## src/rtl/seq_divider_pkg.sv

```systemverilog
// ============================================================================
// Module : seq_divider_pkg
// Brief  : Shared defaults, state encoding and full-adder helpers for the
//          sequential restoring divider.
// Rev    : 1.0  initial release
// ============================================================================
`default_nettype none

package seq_divider_pkg;

  localparam int DW_DEF = 4;
  localparam int VW_DEF = 2;

  typedef enum logic [1:0] {
    S_IDLE = 2'd0,
    S_RUN  = 2'd1,
    S_DONE = 2'd2
  } state_t;

  function automatic logic fa_sum(input logic a, input logic b, input logic c);
    return a ^ b ^ c;
  endfunction

  function automatic logic fa_carry(input logic a, input logic b, input logic c);
    return (a & b) | (c & (a ^ b));
  endfunction

endpackage

`default_nettype wire

```

## src/rtl/seq_divider_div_step.sv

```systemverilog
// ============================================================================
// Module : div_step
// Brief  : One combinational restoring-division step: shift in the next
//          dividend bit and trial-subtract the divisor with a full-adder chain.
// Rev    : 1.0  initial release
// ============================================================================
`default_nettype none

module div_step
  import seq_divider_pkg::*;
#(
  parameter int VW = VW_DEF
) (
  input  logic [VW:0]   rem_in,
  input  logic          bit_in,
  input  logic [VW-1:0] divisor,
  output logic [VW:0]   rem_out,
  output logic          q_bit
);

  logic [VW:0] w_shift;
  logic [VW:0] w_sub_b;
  logic [VW:0] w_diff;
  logic [VW:0] w_carry;
  logic        unused_msb;

  // After a restore the remainder is below the divisor, so its MSB is clear
  // and the shift cannot lose information.
  assign w_shift    = {rem_in[VW-1:0], bit_in};
  assign unused_msb = rem_in[VW];
  assign w_sub_b    = ~{1'b0, divisor};
  assign w_carry[0] = 1'b1;

  generate
    for (genvar i = 0; i <= VW; i++) begin : g_fa
      assign w_diff[i] = fa_sum(w_shift[i], w_sub_b[i], w_carry[i]);
      if (i < VW) begin : g_carry
        assign w_carry[i+1] = fa_carry(w_shift[i], w_sub_b[i], w_carry[i]);
      end
    end
  endgenerate

  assign q_bit   = ~w_diff[VW];
  assign rem_out = q_bit ? w_diff : w_shift;

endmodule

`default_nettype wire

```

## src/rtl/seq_divider.sv

```systemverilog
// ============================================================================
// Module : seq_divider
// Brief  : Multi-cycle unsigned restoring divider with start/busy/done
//          handshake, one quotient bit per clock and divide-by-zero flag.
// Rev    : 1.0  initial release
// ============================================================================
`default_nettype none

module seq_divider
  import seq_divider_pkg::*;
#(
  parameter int DW = DW_DEF,
  parameter int VW = VW_DEF
) (
  input  logic          clk,
  input  logic          rst,
  input  logic          start,
  input  logic [DW-1:0] dividend,
  input  logic [VW-1:0] divisor,
  output logic          busy,
  output logic          done,
  output logic [DW-1:0] quotient,
  output logic [VW-1:0] remainder,
  output logic          dbz
);

  localparam int            CW      = $clog2(DW + 1);
  localparam logic [CW-1:0] C_STEPS = CW'(DW);

  state_t        r_state;
  state_t        w_next;
  logic [CW-1:0] r_count;
  logic [VW:0]   r_rem;
  logic [DW-1:0] r_q;
  logic [VW-1:0] r_dvs;
  logic [VW:0]   w_rem_nx;
  logic          w_qbit;

  div_step #(.VW(VW)) u_step (
    .rem_in  (r_rem),
    .bit_in  (r_q[DW-1]),
    .divisor (r_dvs),
    .rem_out (w_rem_nx),
    .q_bit   (w_qbit)
  );

  always_ff @(posedge clk) begin
    if (rst) r_state <= S_IDLE;
    else     r_state <= w_next;
  end

  always_comb begin
    w_next = r_state;
    case (r_state)
      S_IDLE:  if (start) w_next = S_RUN;
      S_RUN:   if (r_count == C_STEPS) w_next = S_DONE;
      S_DONE:  w_next = S_IDLE;
      default: w_next = S_IDLE;
    endcase
  end

  always_ff @(posedge clk) begin
    if (rst) begin
      busy      <= 1'b0;
      done      <= 1'b0;
      quotient  <= '0;
      remainder <= '0;
      dbz       <= 1'b0;
      r_count   <= '0;
      r_rem     <= '0;
      r_q       <= '0;
      r_dvs     <= '0;
    end else begin
      busy <= (w_next != S_IDLE);
      done <= (w_next == S_DONE);
      case (r_state)
        S_IDLE: begin
          if (start) begin
            // A zero divisor preloads the count so RUN lasts a single cycle.
            r_count <= (divisor == '0) ? C_STEPS : '0;
            r_rem   <= '0;
            r_q     <= dividend;
            r_dvs   <= divisor;
          end
        end
        S_RUN: begin
          if (r_count != C_STEPS) begin
            r_rem   <= w_rem_nx;
            r_q     <= {r_q[DW-2:0], w_qbit};
            r_count <= r_count + CW'(1);
          end else if (r_dvs == '0) begin
            quotient  <= '1;
            remainder <= '0;
            dbz       <= 1'b1;
          end else begin
            quotient  <= r_q;
            remainder <= r_rem[VW-1:0];
            dbz       <= 1'b0;
          end
        end
        default: ;
      endcase
    end
  end

endmodule

`default_nettype wire
```

## config.mk

```make
export PLATFORM = sky130hd
export DESIGN_NAME = seq_divider
export DESIGN_NICKNAME = d
export VERILOG_FILES = /design/src/rtl/seq_divider_pkg.sv /design/src/rtl/seq_divider_div_step.sv /design/src/rtl/seq_divider.sv
export SDC_FILE = /design/constraint.sdc
export NUM_CORES = 1
export LEC_CHECK = 0
export ABC_AREA = 1
export CAP_MARGIN = 25
export CELL_PAD_IN_SITES_DETAIL_PLACEMENT = 0
export CELL_PAD_IN_SITES_GLOBAL_PLACEMENT = 1
export CORE_MARGIN = 2
export CORE_UTILIZATION = 30
export DETAILED_ROUTE_END_ITERATION = 6
export HOLD_SLACK_MARGIN = 0.08
export PLACE_DENSITY = 0.71
export SYNTH_ARGS = -nofsm -noshare
export SYNTH_HDL_FRONTEND = slang
export SYNTH_SLANG_ARGS = --single-unit
```

## constraint.sdc

```tcl
create_clock -name clk -period 1.5 [get_ports clk]
set_clock_uncertainty 0.2 [all_clocks]
set_input_delay 0.45 -clock clk [delete_from_list [all_inputs] [get_ports clk]]
set_output_delay 0.45 -clock clk [all_outputs]
set_load 0.005 [all_outputs]
```

==> key figures <==
Global routing
  • Global Route met1 Usage: 0.161
  • Grt ovf: 0
  • Vias in the first global route: slightly below 900
  • GRT busiest layer: met2
  • First-pass GRT wire length: ~3900 um
  • Met3 GRT Util: 0.0234
  • Largest net degree at the start of global routing: 15
  • Initial antenna violation count: 0
  • All-Layer GR Usage: 0.121
  • Met2 Usage GRT: 0.196

Layout
  • Nets: 176
  • Final core occ: 0.420
  • Finished Layout Cells: ~210
  • Fin area: 1390 um2
  • Antenna cells: 0
  • Layout area overhead: 34.6%
  • Fillers: ~360
  • Layout cells sized above 1: 0.389

Timing
  • Worst slew margin: 0.740
  • Final Max Slew Viols: 0
  • PnR worst setup slack: -0.114 ns
  • Final hold vios: 0
  • Post-route minimum period: roughly 1.6 ns
  • Setup TNS: -0.292 ns
  • Highest clock rate: approximately 0.62 GHz
  • Part of the cycle the worst path needs: 1.08
  • Slew @ Worst Pin: a little under 0.4 ns
  • Unrepaired setup endpoints after global routing: true
  • Worst hold slack: about 0.27 ns
  • # setup viols final: 3

Critical path
  • Most frequent cell on the critical path: inv_2
  • Worst r2r dst: r_rem[1]$_SDFFE_PP0P_
  • Worst reg2reg path depth: 8
  • Worst Path Max Fanout: 2
  • Setup crit end kind: register
  • CP required: roughly 1.6 ns
  • Slowest-stage cell, CP: fa_2
  • CP Cell Sequence: inv_2 > ha_4 > inv_2 > fa_2 > inv_2 > nand3_2 > nand3_2 > a21oi_2
  • CP Data Arrival Time: roughly 1.7 ns
  • Crit start category: register
  • Critical path's largest stage delay: between 0.5 and 0.6 ns
  • R2r setup slk: -0.11 ns
  • Crit path kind: reg2reg
  • R2R Path Start: r_q[3]$_SDFFE_PP0P_

CTS
  • Skew-Pair Late Insertion Delay: approximately 0.3 ns
  • Clk pin slew, worst setup/hold paths: around 0.12 ns
  • TritonCTS clock tree: done
  • # hold bufs at CTS: 0
  • CTS root buffer: clkbuf_4
  • CTS max path bufs: 2
  • Clk sinks: 22
  • H-tree Lvls: 1
  • Total CTS buffers: 3

Min path
  • Hold Crit Depth: 2
  • Worst min-delay path endpoint: remainder[1]$_SDFFE_PP0P_
  • Hold Path Class: reg2reg
  • Hold Path Origin: remainder[1]$_SDFFE_PP0P_

Floorplanning
  • Starting Density: 0.312
  • Row count: 21
  • Die Span Y: about 63 um
  • Die Footprint: slightly below 4000 um2
  • I/O pin total: 18
  • Core ar.: roughly 3300 um2
  • Die width: 62.7 um

Power
  • Pleak: 0.625 nW
  • P per Cell Area: a little over 900 nW/um2
  • Peak VDD IR: 435 uV

Yosys
  • Yosys synthesis warning count: 0
  • Post-Syn Nets: 146
  • #FFs+latches synth: 22
  • Mean Syn Cell Area: 7.77 um2
  • Cells after Synth: roughly 130
  • Seq/Total Area, Yosys: 0.426
  • Netlist cell types: 20
  • Synth Cell Area: 1030 um2
  • Top-area cell type share of the netlist area: 0.426
  • Largest cells by area after synthesis: dfxtp_1 (43%), o21ai_0 (8.2%), nand2_1 (8.0%), nor2_1 (6.5%), a21oi_1 (5.8%)
  • Cell taking the most area after synthesis: dfxtp_1

Route
  • Vias: just over 900
  • Drt drc: 0
  • Routed vias/inst: approximately 4.4
  • WL final: 2300 um
  • Post-DRT Antenna Nets: 0
  • DR WL/cell: about 11 um
  • First DRT Iteration DRCs: 43
  • Drt first pass iters: 4

Run status
  • Status: complete, but fails checks
  • Failing checks: setup timing

Placed design
  • DP Wirelength: ~1700 um
  • Placed Cells: 201
  • Placer's final routability congestion estimate: approximately 0.76
  • Post-place instance area: between 1000 and 1500 um2
  • Input/output buffers: 17

Job
  • Max-Cap Viols: 0
synth_stat cells (all sizes together):
library cell and number:
inv 16, nand4 1, nand3b 1, fa 1
nor2 23, dfxtp 22, nand2 25, o21ai 17
buf 3, a21oi 12, nand3 9, ha 3
how the worst max path moves through the flow:
| stage | slack [ns] | depth (start not counted) | startpoint | to |
|---|---|---|---|---|
| after detailed placement | -0.28 | 7 | start | r_count[2]$_SDFFE_PP0P_ |
| after CTS | -0.12 | 8 | r_q[3]$_SDFFE_PP0P_ | r_rem[1]$_SDFFE_PP0P_ |
| after global routing | -0.20 | 9 | r_q[3]$_SDFFE_PP0P_ | r_rem[0]$_SDFFE_PP0P_ |
| after global placement | -0.26 | 6 | start | r_q[3]$_SDFFE_PP0P_ |
| after floorplan | -0.04 | 8 | r_q[3]$_SDFFE_PP0P_ | r_rem[1]$_SDFFE_PP0P_ |
| final | -0.11 | 8 | r_q[3]$_SDFFE_PP0P_ | r_rem[1]$_SDFFE_PP0P_ |
metal layers:
layer / wire length [um] / share of wire / vias to the layer above
met3: 86 / 0.037 / 4
li1: - / - / 486
met1: 1170 / 0.51 / 416
met2: 1020 / 0.44 / 19
met4: 27 / 0.012 / 0
met5: 0 / 0 / -
layout by cell type, fill, tap and decap left out:
master,n
dfxtp_1,10
nor2_4,3
nand2_2,1
nor2_8,1
buf_4,10
nand3_1,6
ha_4,2
o21ai_0,17
clkdlybuf4s50_1,7
dlymetal6s2s_1,1
a21oi_2,2
ha_1,1
nand3_2,3
nand4_1,1
clkbuf_8,1
a21oi_1,10
clkinvlp_4,2
inv_1,8
fa_2,1
nand2_4,4
dfxtp_2,12
inv_2,7
nand2_1,20
nor2_2,2
nor2_1,17
nand3b_1,1
clkbuf_4,3
clkbuf_2,2
buf_2,7
per-stage QoR:
stage	power, mW	setup slack (ns)
floorplan	0.841	-0.0436
global placement	0.934	-0.261
detailed placement	0.937	-0.276
CTS	1.28	-0.118
global route	1.38	-0.198
finish	1.29	-0.114
cells by family (layout without fill, tap and decap cells):
| kind of cell | after synthesis | in the layout | share of synthesized area |
|---|---|---|---|
| simple gates | 59 | 59 | 0.293 |
| fa+ha+maj | 4 | 4 | 0.0557 |
| buf+inv | 19 | 48 | 0.0847 |
| flops | 22 | 22 | 0.426 |
| compound gates | 29 | 29 | 0.140 |
timing repair:
item,CTS,global route
hold endpoints to repair,0,0
pin swaps,3,4
gates cloned,0,1
endpoints found under the setup margin,17,22
setup buffers,0,2
gates resized for setup,45,17
report_power, final:
part,switching (mW),total [mW],internal [mW]
Clock,0.178,0.326,0.148
Sequential,0.0250,0.648,0.623
Combinational,0.179,0.316,0.137
Total,0.382,1.29,0.908
critical path: cells and delay by family (launching register included):
kind                     cells  cell delay, ns
AO/OA/AOI/OAI                1            0.10
adder cells (fa/ha/maj)      2            0.63
buffers and inverters        3            0.15
flip-flops                   1            0.34
AND/OR/NAND/NOR              2            0.13
area by class of cell:
class / instances / area (um2) / share of cell area
clock buffer: 4 / 36.3 / 0.0261
inverter: 16 / 63.8 / 0.0459
multi-input combinational: 92 / 568 / 0.408
sequential: 22 / 455 / 0.327
tap: 46 / 57.6 / 0.0414
timing repair buffer: 27 / 203 / 0.146
timing repair inverter: 1 / 7.51 / 0.00540
flip-flops by register name, indices dropped and copies added (netlist names):
register,flops
quotient,4
r_count,3
busy,1
r_rem,2
r_state,2
r_dvs,2
remainder,2
r_q,4
done,1
dbz,1
Power figures use the tool's default switching activity.
